`src/rtl/truth_table_sweeper.sv`:
```
// Sweeps every input pattern into a DUT and checks dut_f against a golden table.
// Define SWEEP_GRAY_ORDER_EN to step the stimulus in Gray-code order.
module truth_table_sweeper #(
  parameter int N_IN = 4,
  parameter int DWELL = 50,
  parameter logic [(1<<N_IN)-1:0] EXPECTED = '0
) (
  input  logic            clk,
  input  logic            rst,
  input  logic            start,
  input  logic            dut_f,
  output logic [N_IN-1:0] stim,
  output logic            busy,
  output logic            done,
  output logic            pass,
  output logic [N_IN:0]   err_count,
  output logic [N_IN-1:0] first_err
);

  localparam int CW = (DWELL > 1) ? $clog2(DWELL) : 1;
  localparam logic [CW-1:0] CMAX = CW'(DWELL - 1);
  localparam logic [N_IN-1:0] LAST = '1;

  typedef enum logic [1:0] {
    IDLE,
    DRIVE,
    DONE
  } state_t;

  state_t state, state_nx;
  logic [N_IN-1:0] idx;
  logic [CW-1:0] cnt;
  logic launch;
  logic sample;
  logic mismatch;

  function automatic logic [N_IN-1:0] code(input logic [N_IN-1:0] i);
`ifdef SWEEP_GRAY_ORDER_EN
    return i ^ (i >> 1);
`else
    return i;
`endif
  endfunction

  assign mismatch = dut_f != EXPECTED[stim];

  always_ff @(posedge clk or posedge rst) begin
    if (rst) state <= IDLE;
    else     state <= state_nx;
  end

  always_comb begin
    state_nx = state;
    launch   = 1'b0;
    sample   = 1'b0;
    unique case (state)
      IDLE, DONE: begin
        if (start) begin
          launch   = 1'b1;
          state_nx = DRIVE;
        end
      end
      DRIVE: begin
        if (cnt == CMAX) begin
          sample = 1'b1;
          if (idx == LAST) state_nx = DONE;
        end
      end
      default: state_nx = IDLE;
    endcase
  end

  // Index stops at the last pattern so stim holds it through DONE.
  always_ff @(posedge clk or posedge rst) begin
    if (rst) begin
      idx       <= '0;
      cnt       <= '0;
      stim      <= '0;
      err_count <= '0;
      first_err <= '0;
    end else if (launch) begin
      idx       <= '0;
      cnt       <= '0;
      stim      <= '0;
      err_count <= '0;
      first_err <= '0;
    end else if (state == DRIVE) begin
      if (sample) begin
        cnt <= '0;
        if (mismatch) begin
          err_count <= err_count + 1'b1;
          if (err_count == '0) first_err <= stim;
        end
        if (idx != LAST) begin
          idx  <= idx + 1'b1;
          stim <= code(idx + 1'b1);
        end
      end else begin
        cnt <= cnt + 1'b1;
      end
    end
  end

  assign busy = state == DRIVE;
  assign done = state == DONE;
  assign pass = done && (err_count == '0);

endmodule
```
`config.mk`:
```
export PLATFORM = sky130hd
export DESIGN_NAME = truth_table_sweeper
export DESIGN_NICKNAME = d
export VERILOG_FILES = /design/src/rtl/truth_table_sweeper.sv
export SDC_FILE = /design/constraint.sdc
export NUM_CORES = 1
export LEC_CHECK = 0
export ABC_AREA = 0
export CAP_MARGIN = 15
export CORE_MARGIN = 8
export CORE_UTILIZATION = 40
export CTS_CLUSTER_DIAMETER = 40
export DETAILED_ROUTE_END_ITERATION = 8
export GPL_TIMING_DRIVEN = 0
export HOLD_SLACK_MARGIN = 0.06
export PLACE_DENSITY_LB_ADDON = 0.12
export SLEW_MARGIN = 30
export SYNTH_ARGS = -nofsm -noshare
export SYNTH_HDL_FRONTEND = slang
export SYNTH_SLANG_ARGS = --single-unit
```
`constraint.sdc`:
```
create_clock -name clk -period 4.46 [get_ports clk]
set_clock_uncertainty 0.1 [all_clocks]
set_input_delay 0.892 -clock clk [delete_from_list [all_inputs] [get_ports clk]]
set_output_delay 0.892 -clock clk [all_outputs]
set_load 0.01 [all_outputs]
```
=== Yosys cells after proc, flatten, opt, wreduce, memory -nomap -nowiden ===
Memories as Yosys holds them, arrays and structs flattened.
Index checks and enable logic that the tools add are counted.

* Flip-flop bits (word level): 21
* ROM bits: 16
* Bits of input ports: 4
* Output and inout bits: 16
* Logic and storage cells: 57
* Memories kept: 1

* Add/subtract/negate cells: 3
* Order comparisons: 1
* Equality and inequality tests: 9
* Multiplexer cells: 25
* Reductions and logical operators: 13

{| class="wikitable"
|+ Memories
! name !! words !! width !! read ports !! clocked after Yosys merged registers in !! wr ports !! RTL line !! source
|-
| (no name shown) || 16 || 1 || 1 || 0 || 0 || 45 || <nowiki>assign mismatch = dut_f != EXPECTED[stim];</nowiki>
|}

{| class="wikitable"
|+ Operators with widths
! kind !! number
|-
| 4-bit two-way mux || 9
|-
| 5-bit two-way mux || 4
|-
| 6-bit two-way mux || 3
|-
| 2-bit nonzero test || 5
|-
| 3-bit AND reduction || 3
|-
| 6-bit by 1-bit adder with 6-bit output (second input constant) || 1
|-
| 6-bit == test (second input constant) || 1
|-
| 2-bit two-way mux || 3
|-
| 5-bit by 1-bit adder with 5-bit output (second input constant) || 1
|-
| 5-bit zero test || 1
|-
| 4-bit by 5-bit less-than comparator with 1-bit output (second input constant) || 1
|-
| 1-bit two-way mux || 5
|-
| 4-bit by 1-bit adder with 4-bit output (second input constant) || 1
|-
| 4-bit == test (second input constant) || 1
|-
| 2-bit by 1-bit inequality test with 1-bit output (second input constant) || 2
|-
| 4-bit inequality test (second input constant) || 1
|-
| 2-bit one-hot mux with 2 select lines || 1
|-
| 4-bit AND reduction || 1
|-
| 2-bit by 1-bit == test with 1-bit output (second input constant) || 1
|-
| 2-bit == test (second input constant) || 1
|-
| 2-bit zero test || 1
|-
| 2-bit inequality test (second input constant) || 1
|-
| 2-bit OR reduction || 1
|-
| 1-bit logical AND || 1
|-
| 1-bit inequality test || 1
|}

=== Longest topological paths before layout ===
Gate-level depths: netlist of run 1.

* Depth in word-level cells: 7
* Depth in mapped cells: 6
* Depth with buffers taken out: 6

=== Least setup slack after synthesis of run 1 ===
No wires, ideal clock.

* Path type: register to output
* Start: register err_count[0]
* End: output pass
* Data arrival time: 1300 ps
* Data required time: 3468 ps
* Setup slack: 2168 ps
* Stages on the path, launching flop included: 5
* Buffers on the path: 0
* Path through: dfrtp_1 > inv_1 > ha_1 > or4b_4 > nor2_1

* Cells in the longest elaborated chain, start to end: 2

{| class="wikitable"
|+ Ends and longest elaborated chain
! element !! RTL line !! source
|-
| start: declaration || 16 || <nowiki>output logic [N_IN:0] err_count,</nowiki>
|-
| start signal: assignment || 91 || <nowiki>err_count <= err_count + 1'b1;</nowiki>
|-
| 5-bit zero test || 106 || <nowiki>assign pass = done && (err_count == '0);</nowiki>
|-
| 1-bit logical AND || 106 ||
|-
| end: declaration || 15 || <nowiki>output logic pass,</nowiki>
|}

No other way between the ends.

=== Worst setup path in the final report of run 1 ===
Same ends and word-level chain as after synthesis.

==> metrics.md, run 1 <==
| Metric | Value |
|---|---|
| Detail-routed net length per standard cell | `13.31 um` |
| Final hold violations | `0` |
| Global route total overflow | `0` |
| Final Wtd Congestion | `0.7710` |
| Reg power frac | `48.5%` |
| Commonest non-fill, non-tap cell in the layout | `dfrtp_1` |
| Reg2reg end | `first_err[0]$_DFFE_PP0P_` |
| Floorplan row count | `19` |
| R2R setup slack | `2.68 ns` |
| Post-Synth Simple-Gate Area | `26.21%` |
| Cell area after synthesis | `1136 um2` |
| Register bit total from synthesis | `21` |
| CP arrival | `2.12 ns` |
| Via count | `899` |
| Worst Tran Pin Value | `0.8059 ns` |
| Die Area | `4802 um2` |
| Clock power frac | `17.0%` |
| Most frequent cells in the layout | `21 x dfrtp_1, 19 x clkdlybuf4s50_1, 14 x nand2_1` |
| PwrDens | `389.7 nW/um2` |
| Cells after DPL | `171` |
| Clk slew on worst S/H paths | `0.12 ns` |
| Hold buffer count at CTS | `0` |
| Number of flops mapped to enable cells by yosys | `0` |
| Min-delay worst type | `reg -> reg` |
| Min Tclk post-route | `3.116 ns` |
| N_diodes | `0` |
| Synth Flop Type | `dfrtp_1` |
| P_leak | `0.0005859 uW` |
| DRC violations left | `0` |
| Share of layout cells above drive strength 1 | `8.333%` |
| Final Max Tran Viols | `0` |
| Syn Area/Cell | `9.389 um2` |
| Post-synthesis async set-or-reset flop share | `100.0%` |
| Crit path buf inv count | `2` |
| Multiplexer area fraction after synthesis | `0%` |
| Final period utilization | `69.87%` |
| Via density | `5.137` |
| Worst reg2reg startpoint | `err_count[0]$_DFFE_PP0P_` |
| Hpwl dp | `1772 um` |
| Die Y-Extent | `69.30 um` |
| # IOs | `20` |
| Hold Crit Depth | `2` |
| CP Launch Type | `flop` |
| Setup TNS | `0 ns` |
| Pin count of the biggest net entering global routing | `22` |
| Worst setup EP type | `primary output` |
| Crit Path Class | `reg -> out` |
| CTS tree | `done` |
| Crit-path max FO | `5` |
| Antenna Violating Nets Remaining | `0` |
| Crit. Startpoint | `err_count[0]$_DFFE_PP0P_` |
| Critical-path cell list | `inv_1, ha_1, or4b_4, nor2_1, clkdlybuf4s50_1` |
| Area delta synth->final | `22.58%` |
| Area taken by flip-flops and latches | `525.5 um2` |
| Seq/Total Area, Yosys | `46.26%` |
| Power, Total | `542.8 uW` |
| Critical path's top delay family | `buffers and inverters` |
| Initial DRC count | `26` |
| FMAX | `320.9 MHz` |
| Max-cap viol count | `0` |
| Count of input and output buffers | `19` |
| Final wirelength | `2329 um` |
| Max_slew headroom | `46.22%` |
| Crit path required time | `3.47 ns` |
| Worst hold endpoint | `first_err[3]$_DFFE_PP0P_` |
| Root Buffer Master | `clkbuf_4` |
| VDD IR max | `199.5 uV` |
| Multi-input gate area | `546.8 um2` |
| Final std cells w/o fill | `175` |
| Starting density of the core | `41.56%` |
| Switch share | `35.18%` |
| Yosys cell types | `30` |
| Cts repair resizes | `0` |
| Core outline area | `2734 um2` |
| Synth Area in Compound Gates | `11.78%` |
| Vias in the first global route | `915` |
| Gate power share | `34.5%` |
| Switching power total | `191.0 uW` |
| Clk sink count | `21` |
| Setup Viol. Count Final | `0` |
| YS warnings | `0` |
| Nets@finish | `154` |
| Filler instances | `254` |
| Initial antenna violation count | `0` |
| Syn Inst Count | `121` |
| Int Power | `351.8 uW` |
| GRT Resource Usage Total | `10.00%` |
| CTS HTree Levels | `1` |
| Inserted Clock Buffers | `3` |
| Adder-Cell Fraction of Synth Area | `5.507%` |
| Drt pass-1 iters | `4` |
| RSZ-0062 raised after global routing | `false` |
| Slowest stage cell, crit path | `clkdlybuf4s50_1` |
| XOR/XNOR Fraction of Synth Area | `4.626%` |
| Status | `complete, no violations` |
| First-pass GRT wire length | `4133 um` |
| Worst hold start | `first_err[3]$_DFFE_PP0P_` |
| Largest family of logic cells by synthesized area | `simple AND/OR/NAND/NOR gates` |
| Clk buf depth | `2` |
| Post-CTS setup repair buffer count | `0` |
| Worst Reg-to-Reg Cells | `6` |
| Worst path max stage delay | `0.54 ns` |
| Chip width | `69.30 um` |
| Mapped Nets | `130` |
| Worst-Skew Late Latency | `0.30 ns` |
-- final cells by class --
class                           count  area share, %
Inverter                            8          2.156
Sequential cell                    21          37.74
Multi-Input combinational cell     86          39.26
Tap cell                           31          2.785
Timing Repair Buffer               19          13.66
Clock buffer                        3          1.617
Clock inverter                      1         0.3594
Buffer                              6          2.426
-- synthesized netlist by cell type, types with 2 or more instances --
cell | instances | area (um2)
dfrtp_1 | 21 | 525.5
nand2_1 | 14 | 52.55
nor2_1 | 9 | 33.78
a21oi_1 | 8 | 40.04
inv_1 | 8 | 30.03
nand3_1 | 8 | 40.04
o21ai_0 | 7 | 35.03
nor3_1 | 6 | 30.03
xnor2_1 | 6 | 52.55
ha_1 | 5 | 62.56
buf_2 | 3 | 15.01
nand2b_1 | 3 | 18.77
a311oi_1 | 2 | 17.52
clkbuf_1 | 2 | 7.510
nand4b_1 | 2 | 17.52
nor2b_1 | 2 | 12.51
or3_1 | 2 | 12.51
-- worst min-delay path: stages, from the launching register on --
cell and delay, ns:
dfrtp_1 0.39, nand2_1 0.05, o21ai_0 0.06
-- metrics by stage --
stage	setup WS [ns]	hold WS, ns	instance area, um2	util [%]
after global routing	1.144	0.4467	1393	50.94
after global placement	1.682	0.4146	1365	49.93
after floorplan	2.168	0.4197	1136	-
after CTS	1.316	0.4376	1393	50.94
after detailed placement	1.672	0.4204	1365	49.93
final	1.344	0.4303	1393	50.94
-- how the worst max path moves through the flow --
stage	to	slack, ns	depth (start not counted)
floorplan	pass	2.17	4
global placement	pass	1.68	5
detailed placement	pass	1.67	5
CTS	pass	1.32	5
global route	pass	1.14	5
finish	pass	1.34	5
-- power by group through the flow --
| stage | Combinational (uW) | Sequential (uW) | Clock [uW] |
|---|---|---|---|
| detailed placement | 188 | 268 | 0 |
| finish | 187 | 263 | 92.5 |
| global route | 215 | 273 | 106 |
| floorplan | 136 | 264 | 0 |
| CTS | 189 | 264 | 95.8 |
| global placement | 187 | 266 | 0 |
-- registers in the layout, indices dropped and copies added (netlist names) --
signal and cells:
cnt 6, err_count 5, first_err 4, idx 4, state 2
-- layer usage --
metal | part of all wire, % | GRT usage, % | vias up | wire length, um
met1 | 47 | 12.30 | 426 | 1105
met2 | 46 | 16.19 | 11 | 1075
met4 | 0.64 | 2.050 | 0 | 15
met5 | 0 | 0 | - | 0
li1 | - | - | 460 | -
met3 | 5.7 | 3.720 | 2 | 132
-- kinds of logic after synthesis --
logic type      after synthesis
xor+xnor                      6
compound gates               22
fa+ha+maj                     5
buf+inv                      14
simple gates                 53
flops                        21
Power figures use the tool's default switching activity.
==> run 2: changes to the inputs <==
==> constraint.sdc (replaced) <==
create_clock -name clk -period 3.2 [get_ports clk]
set_clock_uncertainty 0.1 [all_clocks]
set_input_delay 0.64 -clock clk [delete_from_list [all_inputs] [get_ports clk]]
set_output_delay 0.64 -clock clk [all_outputs]
set_load 0.01 [all_outputs]
==> results of run 2 <==
Same layout as run 1 (identical final DEF). Status: complete, no violations.
Among the figures that moved: setup slack after placement 1.672 ns -> 0.6645 ns; setup slack after layout 1.344 ns -> 0.3359 ns; register-to-register setup slack 2.68 ns -> 1.42 ns; total power 542.8 uW -> 756.5 uW; worst IR drop on VDD 199.5 uV -> 278.1 uV
==> run 3: changes to the inputs <==
--- a/config.mk
+++ b/config.mk
@@ -14,6 +14,7 @@
 export GPL_TIMING_DRIVEN = 0
 export HOLD_SLACK_MARGIN = 0.06
 export PLACE_DENSITY_LB_ADDON = 0.12
+export RECOVER_POWER = 50
 export SLEW_MARGIN = 30
 export SYNTH_ARGS = -nofsm -noshare
 export SYNTH_HDL_FRONTEND = slang
==> run 3 against run 2 <==
Hold slack worse by 0.00053 ns; cell area fell by 1.3%; non-clock buffer count did not move; total power is 1.3% lower; first-iteration DRC count is 7.7% lower; via count unchanged; fmax rose by 0.61%; cell count did not move; combinational power shrank 3%; sequential cell count did not move; routed wire length up 0.34%; utilization shrank 0.69 points.
==> metrics.md, run 3 (synthesis results as in run 1) <==
| Metric | Value |
|---|---|
| Drt pass-1 iters | `4 (unchanged)` |
| Via count | `899 (unchanged)` |
| Top reg by flops | `cnt` |
| Clk buf depth | `2 (unchanged)` |
| PwrDens | `543.6 nW/um2` |
| Initial DRC count | `24 (-7.7%)` |
| Final wirelength | `2337 um (+0.34%)` |
| Max-cap viol count | `0 (unchanged)` |
| Worst-Skew Late Latency | `0.30 ns (about the same)` |
| Area after DPL | `1365 um2 (unchanged)` |
| Clk slew on worst S/H paths | `0.12 ns (about the same)` |
| Worst reg2reg startpoint | `err_count[0]$_DFFE_PP0P_` |
| Worst Reg-to-Reg Cells | `5 (-1)` |
| Min Tclk post-route | `2.847 ns` |
| Area delta synth->final | `20.93%` |
| Chip width | `69.30 um (unchanged)` |
| DRC violations left | `0 (unchanged)` |
| Die Y-Extent | `69.30 um (unchanged)` |
| Cts repair resizes | `0 (unchanged)` |
| Most frequent cells in the layout | `21 x dfrtp_1, 17 x clkdlybuf4s50_1, 14 x nand2_1` |
| Detail-routed net length per standard cell | `13.35 um (+0.34%)` |
| Inserted Clock Buffers | `3 (unchanged)` |
| Crit path required time | `2.46 ns` |
| Final period utilization | `88.96%` |
| CTS tree | `done` |
| Crit path buf inv count | `2 (unchanged)` |
| Setup WS post-layout | `0.3532 ns` |
| Setup TNS | `0 ns (unchanged)` |
| Final Max Tran Viols | `0 (unchanged)` |
| RSZ-0062 raised after global routing | `false` |
| Hold_ws | `0.4297 ns (-0.0005300 ns)` |
| FMAX | `351.3 MHz` |
| Min-delay worst type | `reg -> reg` |
| Max_slew headroom | `46.62% (+0.41 points)` |
| Die Area | `4802 um2 (unchanged)` |
| Critical path's top delay family | `buffers and inverters` |
| Worst setup EP type | `primary output` |
| Status | `complete, no violations` |
| Slowest stage cell, crit path | `clkdlybuf4s50_1` |
| Count of input and output buffers | `19 (unchanged)` |
| Via density | `5.137 (unchanged)` |
| Worst path max stage delay | `0.55 ns (about the same)` |
| Crit. Startpoint | `err_count[0]$_DFFE_PP0P_` |
| N_diodes | `0 (unchanged)` |
| Post-CTS setup repair buffer count | `0 (unchanged)` |
| Vias in the first global route | `915 (unchanged)` |
| Largest register FFs | `6 (unchanged)` |
| Setup Viol. Count Final | `0 (unchanged)` |
| Clk sink count | `21 (unchanged)` |
| Final hold violations | `0 (unchanged)` |
| CP arrival | `2.11 ns (about the same)` |
| Worst Tran Pin Value | `0.7998 ns (-0.006106 ns)` |
| # IOs | `20 (unchanged)` |
| CTS HTree Levels | `1 (unchanged)` |
| CP Launch Type | `flop` |
| Floorplan row count | `19 (unchanged)` |
| Largest regs | `cnt: 6 flops, err_count: 5 flops` |
| R2R setup slack | `1.00 ns` |
| Antenna Violating Nets Remaining | `0 (unchanged)` |
| Root Buffer Master | `clkbuf_4` |
| First-pass GRT wire length | `4133 um (unchanged)` |
| Nets@finish | `154 (unchanged)` |
| Hold buffer count at CTS | `0 (unchanged)` |
| GRT Resource Usage Total | `10.00% (unchanged)` |
| Crit Path Class | `reg -> out` |
| Setup WS pre-CTS | `0.6645 ns` |
| Pin count of the biggest net entering global routing | `22 (unchanged)` |
| Fin area | `1374 um2 (-1.3%)` |
| P_leak | `0.0005826 uW (-0.57%)` |
| Share of layout cells above drive strength 1 | `5.556% (-2.8 points)` |
| Global route total overflow | `0 (unchanged)` |
| Starting density of the core | `41.56% (unchanged)` |
| Critical Path End | `pass` |
| Reg2reg end | `first_err[2]$_DFFE_PP0P_` |
| Core outline area | `2734 um2 (unchanged)` |
| Initial antenna violation count | `0 (unchanged)` |
| Levels on crit path | `5 (unchanged)` |
| Commonest non-fill, non-tap cell in the layout | `dfrtp_1` |
| Core Util, Final | `50.25% (-0.69 points)` |
| Critical-path cell list | `inv_1, ha_1, or4b_1, nor2_1, clkdlybuf4s50_1` |
| Hpwl dp | `1772 um (unchanged)` |
| Crit-path max FO | `5 (unchanged)` |
| Final Wtd Congestion | `0.7710 (unchanged)` |
| VDD IR max | `277.0 uV` |
[run 3: changes by cell type in the layout (fill, tap and decap cells not counted), sizes merged]
cell	before	now
buf	4	3
clkbuf	5	6
clkdlybuf4s50	19	17
dlygate4sd3	0	2
[run 3: metrics by stage]
step | power, uW | cells
floorplan | 557.4 | 121
global placement | 631.3 | 171
detailed placement | 635.2 | 171
CTS | 765.1 | 175
global route | 818.9 | 175
finish | 746.8 | 175
[run 3: area by class of cell]
type	instances	area [um2]
fill	258	1360
clock buffer	3	22.52
clock inverter	1	5.005
inverter	8	30.03
sequential	21	525.5
buffer	6	32.53
timing repair buffer	19	190.2
multi-input combinational	86	529.3
tap	31	38.79
[run 3: power by group]
part           internal [uW]  switching, uW
Combinational            125            128
Sequential               316           50.2
Clock                   46.5           81.0
[run 3: worst min path at each step]
| stage | startpoint | endpoint | slack, ns | cells after the start |
|---|---|---|---|---|
| 2_1_floorplan | cnt[1]$_DFFE_PP0P_ | cnt[1]$_DFFE_PP0P_ | 0.42 | 2 |
| 3_3_place_gp | first_err[1]$_DFFE_PP0P_ | first_err[1]$_DFFE_PP0P_ | 0.41 | 2 |
| 3_5_place_dp | first_err[3]$_DFFE_PP0P_ | first_err[3]$_DFFE_PP0P_ | 0.42 | 2 |
| 4_1_cts | first_err[3]$_DFFE_PP0P_ | first_err[3]$_DFFE_PP0P_ | 0.44 | 2 |
| 5_1_grt | first_err[3]$_DFFE_PP0P_ | first_err[3]$_DFFE_PP0P_ | 0.45 | 2 |
| 6_report | first_err[3]$_DFFE_PP0P_ | first_err[3]$_DFFE_PP0P_ | 0.43 | 2 |
[run 3: worst register-to-register path, stage by stage (launching register included)]
cell	delay, ns
dfrtp_1	0.45
inv_1	0.08
ha_1	0.14
or4b_1	0.46
nor3_1	0.62
o21ai_0	0.20
[run 3: routing by layer]
| layer | wire length, um | up-vias | track usage, % |
|---|---|---|---|
| met2 | 1081 | 11 | 16.19 |
| met1 | 1107 | 426 | 12.30 |
| met3 | 132 | 2 | 3.720 |
| met5 | 0 | - | 0 |
| li1 | - | 460 | - |
| met4 | 15 | 0 | 2.050 |
